<file path="config.mk">
export PLATFORM = sky130hd
export DESIGN_NAME = cache_control
export DESIGN_NICKNAME = d
export VERILOG_FILES = /design/src/rtl/cache_control.sv
export SDC_FILE = /design/constraint.sdc
export NUM_CORES = 1
export LEC_CHECK = 0
export ABC_CLOCK_PERIOD_IN_PS = 4300
export CORE_AREA = 10 10 83 67
export CTS_BUF_LIST = sky130_fd_sc_hd__clkbuf_4 sky130_fd_sc_hd__clkbuf_8
export DETAILED_ROUTE_END_ITERATION = 12
export DIE_AREA = 0 0 93 77
export PLACE_DENSITY = 0.86
export SKIP_CTS_REPAIR_TIMING = 1
export SLEW_MARGIN = 20
export SYNTH_ARGS = -nofsm -noshare
export SYNTH_HDL_FRONTEND = slang
export SYNTH_SLANG_ARGS = --single-unit
</file>
<file path="constraint.sdc">
create_clock -name clk -period 4.3 [get_ports clk]
set_clock_uncertainty 0.15 [all_clocks]
set_input_delay 0.86 -clock clk [delete_from_list [all_inputs] [get_ports clk]]
set_output_delay 0.86 -clock clk [all_outputs]
set_load 0.05 [all_outputs]
</file>
<file path="src/rtl/cache_control.sv">
// Sequencing FSM for a 2-way, 8-set, 256-bit-line write-back cache: hit check,
// dirty-victim writeback, line allocation. Optional counters: CACHE_CTRL_PERF_CNT_EN.
module cache_control (
   input  logic             clk,
   input  logic             rst,
   input  logic             mem_read,
   input  logic             mem_write,
   input  logic [1:0]       hit,
   input  logic             lru_out,
   input  logic [1:0]       dirty_out,
   input  logic [1:0]       valid_out,
   input  logic             pmem_resp,
   output logic             mem_resp,
   output logic             pmem_read,
   output logic             pmem_write,
   output logic             arrays_read,
   output logic [1:0]       tag_load,
   output logic [1:0]       valid_load,
   output logic [1:0]       valid_in,
   output logic [1:0]       dirty_load,
   output logic [1:0]       dirty_in,
   output logic [1:0]       data_array_mux_sel,
   output logic [1:0][1:0]  mem_mask_mux_sel,
   output logic             pmem_addr_mux_sel,
   output logic [31:0]      hit_count,
   output logic [31:0]      miss_count,
   output logic [31:0]      wb_count
);

   typedef enum logic [2:0] {
      IDLE,
      CHECK,
      WRITEBACK,
      ALLOCATE,
      RELOAD
   } state_t;

   state_t state_reg, state_next;
   logic   victim_reg, victim_next;

   always_ff @(posedge clk or posedge rst) begin
      if (rst) begin
         state_reg  <= IDLE;
         victim_reg <= 1'b0;
      end else begin
         state_reg  <= state_next;
         victim_reg <= victim_next;
      end
   end

   always_comb begin
      state_next         = state_reg;
      victim_next        = victim_reg;
      mem_resp           = 1'b0;
      pmem_read          = 1'b0;
      pmem_write         = 1'b0;
      arrays_read        = 1'b0;
      tag_load           = 2'b00;
      valid_load         = 2'b00;
      valid_in           = 2'b00;
      dirty_load         = 2'b00;
      dirty_in           = 2'b00;
      data_array_mux_sel = 2'b00;
      mem_mask_mux_sel   = '0;
      pmem_addr_mux_sel  = 1'b0;
      // Outputs are forced low while reset is held, even with a request pending.
      if (!rst) begin
         unique case (state_reg)
            IDLE: begin
               if (mem_read || mem_write) begin
                  arrays_read = 1'b1;
                  state_next  = CHECK;
               end
            end
            CHECK: begin
               if (|hit) begin
                  mem_resp   = 1'b1;
                  state_next = IDLE;
                  if (mem_write) begin
                     // Way 0 wins when both ways report a hit.
                     data_array_mux_sel[~hit[0]] = 1'b1;
                     mem_mask_mux_sel[~hit[0]]   = 2'd2;
                     dirty_load[~hit[0]]         = 1'b1;
                     dirty_in[~hit[0]]           = 1'b1;
                  end
               end else begin
                  victim_next = lru_out;
                  if (valid_out[lru_out] && dirty_out[lru_out])
                     state_next = WRITEBACK;
                  else
                     state_next = ALLOCATE;
               end
            end
            WRITEBACK: begin
               pmem_addr_mux_sel = 1'b1;
               pmem_write        = 1'b1;
               if (pmem_resp)
                  state_next = ALLOCATE;
            end
            ALLOCATE: begin
               pmem_read = 1'b1;
               if (pmem_resp) begin
                  mem_mask_mux_sel[victim_reg] = 2'd1;
                  tag_load[victim_reg]         = 1'b1;
                  valid_load[victim_reg]       = 1'b1;
                  valid_in[victim_reg]         = 1'b1;
                  dirty_load[victim_reg]       = 1'b1;
                  state_next                   = RELOAD;
               end
            end
            RELOAD: begin
               arrays_read = 1'b1;
               state_next  = CHECK;
            end
            default: state_next = IDLE;
         endcase
      end
   end

`ifdef CACHE_CTRL_PERF_CNT_EN
   logic in_check;
   assign in_check = (state_reg == CHECK);

   always_ff @(posedge clk or posedge rst) begin
      if (rst) begin
         hit_count  <= '0;
         miss_count <= '0;
         wb_count   <= '0;
      end else begin
         if (in_check && (|hit))
            hit_count <= hit_count + 32'd1;
         if (in_check && !(|hit))
            miss_count <= miss_count + 32'd1;
         if (in_check && !(|hit) && valid_out[lru_out] && dirty_out[lru_out])
            wb_count <= wb_count + 32'd1;
      end
   end
`else
   assign hit_count  = '0;
   assign miss_count = '0;
   assign wb_count   = '0;
`endif

endmodule
</file>
==> impl_metrics.tcl <==
set metrics [dict create \
    synth_seq_cells 4 \
    drt-met1-wl_um 809 \
    grt_max_degree 14 \
    internal-power_mw 0.2005 \
    crit_path_end_kind "primary output" \
    drive_gt1_share_pct 11.49 \
    detail_route.wl_per_cell_um 12.31 \
    post-dp-hpwl_um 2580 \
    tightest_slew_ps 518.4 \
    clk_pin_slew_worst_paths_ps 30 \
    first_pass_iters 2 \
    outcome "complete, no violations" \
    power_mw 0.5903 \
    finalSetupViolCount 0 \
    pwr-share-comb_pct 69.7 \
    largest_reg_flops 3 \
    n_antenna_cell 0 \
    criticalPathCategory "input port to primary output" \
    coreArea_mm2 0.003954 \
    die_h_um 77 \
    p_seq_share_pct 16.7 \
    grt.overflow.total 0 \
    synth_area_mm2 0.001181 \
    start_util_pct 29.87 \
    cts_tree "built" \
    dr_wl_met3_um 279 \
    powerDensity_mw_per_mm2 516.2 \
    dr_wl_met2_um 1677 \
    cts_root_buf "clkbuf_8" \
    holdCritPathClass "flip-flop to flip-flop" \
    viasPerCell 3.096 \
    dp_cells 226 \
    fin_cells 229 \
    max-slew-margin-rel_pct 65.33 \
    first_global_vias 787 \
    worstPathRequired_ps 3290 \
    cellLeakagePower_nw 0.6445 \
    antenna_found_initial 0 \
    yosys_warnings 0 \
    ctsLongestPathBuffers 2 \
    hold_viol_final 0 \
    maxCapViolations 0 \
    ir_drop_v 0.0001373 \
    postSynthAreaPerCell_um2 7.822 \
    postRouteAntennaNets 0 \
    yosysSeqAreaShare_pct 8.475 \
    grt_pass1_wl_um 4084 \
    p_switching_mw 0.3898 \
    die_area_mm2 0.007161 \
    tns_ps 0 \
    syn_inst 151 \
    finalCriticalPeriod_ps 3931 \
    fin_nets 188 \
    drc 0 \
    worst-path-max-fanout 9 \
    clock-sinks 4 \
    vias 709 \
    post-place-ws_ps 327.4 \
    setup.worst_path.start_class "input port" \
    wirelength_um 2820 \
    drt_iter0_drc 46 \
    drv_slew 0 \
    rsz0062_at_grt "no" \
    grt.total_usage_pct 6.941 \
    top_layer_used "met4" \
    setup_ws_ps 369.1 \
    cp.arrival_ps 2920 \
    io_pins 129 \
    switching_share_pct 66.04 \
    p_clk_share_pct 13.5 \
    die_w_um 93 \
    fmax_mhz 254.4 \
    routabilityCongestion 0.7709 \
    yosysUniqueCellTypes 30 \
    utilization_pct 28.92 \
    cts_buffers 3 \
    period_share_pct 91.42 \
    rows 20 \
    htreeDepth 1 \
    area.growth.synth_to_final_pct -3.178 \
    clkLatencyLatePin_ps 220 \
    port_buffers 32 \
]
==> critical path, cell delays in order <==
cell and delay, ps:
clkdlybuf4s50_1 580, nor4b_4 400, and3_1 260, clkdlybuf4s50_1 820
==> cell usage in the layout (no fill, tap or decap) <==
master,Yosys,layout
and3_2,1,1
nand2b_4,1,1
o21ai_1,1,1
a41oi_1,1,1
mux2_4,1,1
o41ai_1,1,1
nor2b_1,1,1
nand2_1,2,2
buf_4,103,10
nor4_2,0,1
and3_1,1,1
clkdlybuf4s50_1,0,22
o21ai_0,3,3
and4b_1,2,2
nor2_1,3,3
conb_1,1,96
nand2_2,1,1
clkbuf_8,0,3
nand3_1,1,1
a32oi_1,1,1
nor4b_4,1,1
or4_1,1,1
nand3b_1,1,1
dfrtp_1,4,4
nor3b_1,1,1
inv_1,2,2
or2_2,1,1
a21o_1,2,2
nor3_1,4,4
and2_1,2,2
nor4_1,3,2
==> layer usage <==
metal | track usage, % | up-vias
met5 | 0 | -
met4 | 4.154 | 0
met3 | 2.626 | 4
met2 | 13.92 | 52
met1 | 5.394 | 318
li1 | - | 335
==> area by class of cell <==
cell class,instances,area (um2)
Clock buffer,3,41.29
Fill cell,445,2810
Inverter,2,7.507
Multi-Input combinational cell,133,630.6
Sequential cell,4,100.1
Tap cell,55,68.82
Timing Repair Buffer,32,295.3
==> cells in the mapped netlist <==
library cell	number	share of area (%)
buf_6	2	1.9
a41oi_1	1	0.74
inv_1	2	0.64
nand3_1	1	0.42
or4_1	1	0.64
and2_1	2	1.1
nand2b_4	1	1.2
or2_2	1	0.53
nand2_2	1	0.53
o21ai_0	3	1.3
buf_4	103	65
a21o_1	2	1.3
nor2_1	3	0.95
conb_1	1	0.32
o21ai_1	1	0.42
nor3_1	4	1.7
nor2b_1	1	0.53
nand3b_1	1	0.64
nor3b_1	1	0.64
mux2_4	1	1.3
and4b_1	2	1.7
nand2_1	2	0.64
dfrtp_1	4	8.5
and3_1	1	0.53
o41ai_1	1	0.74
and3_2	1	0.64
buf_2	2	0.85
nor4b_4	1	2.0
a32oi_1	1	0.74
nor4_1	3	1.6
==> power groups by stage <==
stage	Clock [mW]	Combinational, mW	Sequential, mW
2_1_floorplan	0	0.464	0.0671
3_3_place_gp	0	0.406	0.0972
3_5_place_dp	0	0.409	0.0982
4_1_cts	0.0817	0.409	0.0985
5_1_grt	0.0857	0.432	0.104
6_report	0.0800	0.412	0.0987
==> cell families after synthesis <==
logic type / count (synthesis) / synth area share [%]
buf+inv: 109 / 68.86
simple gates: 27 / 15.89
compound gates: 9 / 5.190
flops: 4 / 8.475
mux: 1 / 1.271
other cells: 1 / 0.3175
==> worst paths after layout <==
| check | startpoint | end | slack (ps) | cells after the start |
|---|---|---|---|---|
| worst max-delay path | rst | data_array_mux_sel[0] | 370 | 4 |
| worst min-delay path | victim_reg$_DFFE_PP0P_ | victim_reg$_DFFE_PP0P_ | 490 | 1 |
| worst max register to register | state_reg[2]$_DFFE_PP0P_ | victim_reg$_DFFE_PP0P_ | 2650 | 3 |
| worst min register to register | victim_reg$_DFFE_PP0P_ | victim_reg$_DFFE_PP0P_ | 490 | 1 |
| max in group asynchronous | rst | victim_reg$_DFFE_PP0P_ | 2910 | 2 |
| min in group asynchronous | rst | state_reg[1]$_DFFE_PP0P_ | 940 | 2 |
==> through the flow <==
| step | hold slack, ps | cell area [um2] |
|---|---|---|
| 3_3_place_gp | 488.7 | 1102 |
| 3_5_place_dp | 482.3 | 1102 |
| 2_1_floorplan | 422.2 | 1544 |
| 6_report | 488.7 | 1144 |
| 5_1_grt | 530.3 | 1144 |
| 4_1_cts | 492.2 | 1144 |
No activity file was read; power rests on OpenSTA's default activity.
